### src/rtl/serial_adder.sv
// Bit-serial WIDTH-bit adder: one full_adder cell processes one bit per clock, LSB first,
// with the carry registered between cycles. Result and carry-out are held until the next completion.

module full_adder (
  input  logic a,
  input  logic b,
  input  logic ci,
  output logic s,
  output logic co
);
  assign s  = a ^ b ^ ci;
  assign co = (a & b) | (ci & (a ^ b));
endmodule

module serial_adder #(
  parameter int unsigned WIDTH = 8
) (
  input  logic             clk,
  input  logic             reset,
  input  logic             start,
  input  logic [WIDTH-1:0] a_in,
  input  logic [WIDTH-1:0] b_in,
  input  logic             cin,
  output logic             busy,
  output logic             done,
  output logic [WIDTH-1:0] sum_out,
  output logic             cout
);
  localparam int unsigned CW = $clog2(WIDTH) + 1;

  localparam logic [1:0] IDLE  = 2'd0;
  localparam logic [1:0] SHIFT = 2'd1;
  localparam logic [1:0] DONE  = 2'd2;

  logic [1:0]       state;
  logic [1:0]       state_nxt;
  logic [WIDTH-1:0] a_sh;
  logic [WIDTH-1:0] b_sh;
  logic [WIDTH-1:0] r_sh;
  logic [WIDTH-1:0] r_nxt;
  logic             carry;
  logic [CW-1:0]    cnt;
  logic             last;
  logic             fa_s;
  logic             fa_co;

  full_adder u_fa (
    .a  (a_sh[0]),
    .b  (b_sh[0]),
    .ci (carry),
    .s  (fa_s),
    .co (fa_co)
  );

  assign last  = (cnt == CW'(WIDTH - 1));
  // New sum bit enters at the MSB; after WIDTH shifts the LSB has reached bit 0.
  assign r_nxt = WIDTH'({fa_s, r_sh} >> 1);

  always_ff @(posedge clk) begin
    if (reset) state <= IDLE;
    else       state <= state_nxt;
  end

  always_comb begin
    state_nxt = state;
    case (state)
      IDLE:    if (start) state_nxt = SHIFT;
      SHIFT:   if (last)  state_nxt = DONE;
      DONE:    state_nxt = IDLE;
      default: state_nxt = IDLE;
    endcase
  end

  // Status flags registered from the next state so they track the state register exactly.
  always_ff @(posedge clk) begin
    if (reset) begin
      busy <= 1'b0;
      done <= 1'b0;
    end else begin
      busy <= (state_nxt == SHIFT);
      done <= (state_nxt == DONE);
    end
  end

  always_ff @(posedge clk) begin
    if (reset) begin
      a_sh    <= '0;
      b_sh    <= '0;
      r_sh    <= '0;
      carry   <= 1'b0;
      cnt     <= '0;
      sum_out <= '0;
      cout    <= 1'b0;
    end else begin
      case (state)
        IDLE: begin
          if (start) begin
            a_sh  <= a_in;
            b_sh  <= b_in;
            carry <= cin;
            cnt   <= '0;
          end
        end
        SHIFT: begin
          a_sh  <= a_sh >> 1;
          b_sh  <= b_sh >> 1;
          r_sh  <= r_nxt;
          carry <= fa_co;
          cnt   <= cnt + CW'(1);
          if (last) begin
            sum_out <= r_nxt;
            cout    <= fa_co;
          end
        end
        default: ;
      endcase
    end
  end
endmodule

### config.mk
export PLATFORM = sky130hd
export DESIGN_NAME = serial_adder
export DESIGN_NICKNAME = d
export VERILOG_FILES = /design/src/rtl/serial_adder.sv
export SDC_FILE = /design/constraint.sdc
export NUM_CORES = 1
export LEC_CHECK = 0
export CORE_ASPECT_RATIO = 1.4
export CORE_MARGIN = 2
export CORE_UTILIZATION = 26
export CTS_CLUSTER_DIAMETER = 30
export CTS_CLUSTER_SIZE = 25
export DETAILED_ROUTE_END_ITERATION = 7
export GPL_TIMING_DRIVEN = 0
export PLACE_DENSITY = 0.44
export SLEW_MARGIN = 15
export SYNTH_ARGS = -nofsm -noshare
export SYNTH_HDL_FRONTEND = slang
export SYNTH_SLANG_ARGS = --single-unit
export TNS_END_PERCENT = 1
### constraint.sdc
create_clock -name clk -period 1.1 [get_ports clk]
set_input_delay 0.22 -clock clk [delete_from_list [all_inputs] [get_ports clk]]
set_output_delay 0.22 -clock clk [all_outputs]
set_load 0.005 [all_outputs]
==> metrics <==
status=finished, violations left; violated checks=negative setup slack; XOR/XNOR share of the synthesized area=0%; max-slew violation count=0; worst reg2reg path depth=4; LEAKAGE=0.868 nW; syn_nets=220; Ports=31; EDFF count, synth=0; Slew HR=53.8%; CTS tree=done; kind of critical path=reg2reg; Netlist cell types=30; CTS Sinks=41; Synth warnings=0; DP Wirelength=3160 um; Worst Setup SP=state[1]; Tightest Hold Check Type=in2reg; Yosys top cell area share=47.3%; global route total overflow=0; share of layout cells above drive strength 1=28.2%; mapped cell area=1740 sq um; sequential area share after synthesis=47.3%; Worst EP arrival=1.42 ns; RR Startpoint=state[1]; antenna diode count=0; Final Wtd Congestion=0.719; clk root buf=clkbuf_8; routed wire length=4490 um; Clock Tree Buf Depth=2; area leader, netlist=dfxtp_1; Async SR Flop Fraction=0%; row count=35; Critical Path Start Type=register; total clock buffers created by CTS=5; Compound-Gate Fraction of Synth Area=26.4%; combinational family with the most area after synthesis=compound AO/OA/AOI/OAI gates; Initial DRC Count=66; Final setup viols=30; Setup Skew=0.00812 ns; vias in the first global route=1531; commonest non-fill, non-tap cell in the layout=nor2_1; Fin Hold WS=0.232 ns; IO Port Bufs=28; final worst path period share=109%; Max Clock Freq=0.832 GHz; most frequent cells in the layout=31 x nor2_1, 27 x dfxtp_1, 17 x clkdlybuf4s50_1, 15 x nand2_1, 14 x a21oi_1; via count=1556; Synth Area in Simple Gates=17.4%; final count of hold timing violations=0; WHS Path Cells=2; largest net degree at the start of global routing=13; post-route ant nets=0; Die ar.=7360 sq um; chip height=101 um; via-per-instance ratio=5.05; hold_buf cts=0; core area=6530 sq um; clk_lat worst skew=0.30 ns; RSZ-0062 raised after global routing=yes; Mapped Avg Cell Area=8.77 sq um; first-pass GRT wire length=7600 um; Mapped Cells=198; fill count=693; Die Span X=73.1 um; pwr dens=1270 nW/um^2; Max VDD drop=0.495 mV; H-tree level count=2; Synth area leaders=dfxtp_1 47%, a211oi_1 7.3%, nor2_1 6.9%, o2bb2ai_1 6.1%, a21oi_1 4.6%; hold path start=reset; drt pass-1 iters=6; starting density of the core=26.6%; FF+latch count, synth=41; wire length per cell=14.6 um; GRT Overall Usage=13.4%; multiplexer area fraction after synthesis=0.576%; drt drc=0; fin nets=255; fin worst setup slack=-0.102 ns; clock transition at the registers of the reported paths=0.07 ns; Required @ worst endpoint=1.32 ns; worst-margin pin slew=0.693 ns; most frequently used flop master after synthesis=dfxtp_1; initial antenna violation count=0; Final Critical Period=1.20 ns; Synth Area in Adders=1.87%; Max FO, Critical Path=10; Critical Path End Type=register; setup TNS=-1.28 ns; max cap viols=0; Syn-to-layout area delta=42.7%
## metrics by stage
stage | instance area, sq um | total power, mW | utilization (%) | worst slack [ns] | cells
2_1_floorplan | 1770 | 1.86 | - | -0.0247 | 198
3_3_place_gp | 2150 | 2.02 | 32.9 | -0.232 | 300
3_5_place_dp | 2150 | 2.02 | 32.9 | -0.258 | 300
4_1_cts | 2380 | 3.17 | 36.5 | -0.236 | 308
5_1_grt | 2480 | 3.31 | 38.0 | -0.166 | 308
6_report | 2480 | 3.14 | 38.0 | -0.102 | 308
## layout make-up
| cell class | instances | area [sq um] | area share (%) |
|---|---|---|---|
| buffer | 19 | 193 | 7.78 |
| timing repair buffer | 28 | 277 | 11.2 |
| inverter | 2 | 11.3 | 0.455 |
| sequential | 41 | 846 | 34.1 |
| clock inverter | 1 | 5.00 | 0.202 |
| tap | 74 | 92.6 | 3.74 |
| multi-input combinational | 136 | 957 | 38.6 |
| clock buffer | 7 | 96.3 | 3.89 |
## Yosys cell counts, types with 2 or more instances
cell type   n
buf_6       2
nand2b_1    2
a22oi_1     3
nand2_1    16
o2bb2ai_1  12
nor2b_1     2
nor2_1     32
buf_4       3
clkbuf_1    9
o31ai_1     9
a211oi_1   17
nand3_1    11
dfxtp_1    41
o22ai_1     3
inv_1       2
buf_2       4
a21oi_1    16
nor4_1      2
## sequential cells by signal, summed over array words and instances (netlist names)
name	flops
a_sh	8
b_sh	8
sum_out	8
r_sh	7
cnt	4
state	2
busy	1
carry	1
cout	1
done	1
## worst max-delay path, cell delays in order (launching register included)
cell and delay (ns):
dfxtp_4 0.37, nand2b_4 0.14, buf_8 0.14, or3_1 0.35, a31oi_1 0.12
## what timing repair did
action / CTS / global route
pin swaps: 11 / 5
endpoints found under the setup margin: 52 / 48
resized for setup: 53 / 34
buffers inserted: 0 / 0
## power by group
group	internal, mW	switching (mW)
clock network	0.567	0.522
logic	0.229	0.221
registers	1.55	0.0504
total	2.35	0.794
## cell families after synthesis
logic type | count (synthesis)
DFF | 41
AOI/OAI and AO/OA | 64
and+or+nand+nor | 69
muxes | 1
buffers and inverters | 21
adders and majority gates | 2
## worst paths after layout
kind              slack, ns          to
setup / recovery      -0.10      cnt[3]
hold / removal         0.23        done
setup reg to reg      -0.10      cnt[3]
hold reg to reg        0.46  sum_out[2]
## per-layer routing
| layer | vias up | track usage (%) | wire [um] |
|---|---|---|---|
| met3 | 6 | 3.10 | 193 |
| met2 | 41 | 23.2 | 2290 |
| met4 | 0 | 5.13 | 75 |
| li1 | 785 | - | - |
| met1 | 724 | 15.7 | 1930 |
| met5 | - | 0 | 0 |
Power figures use the tool's default switching activity.
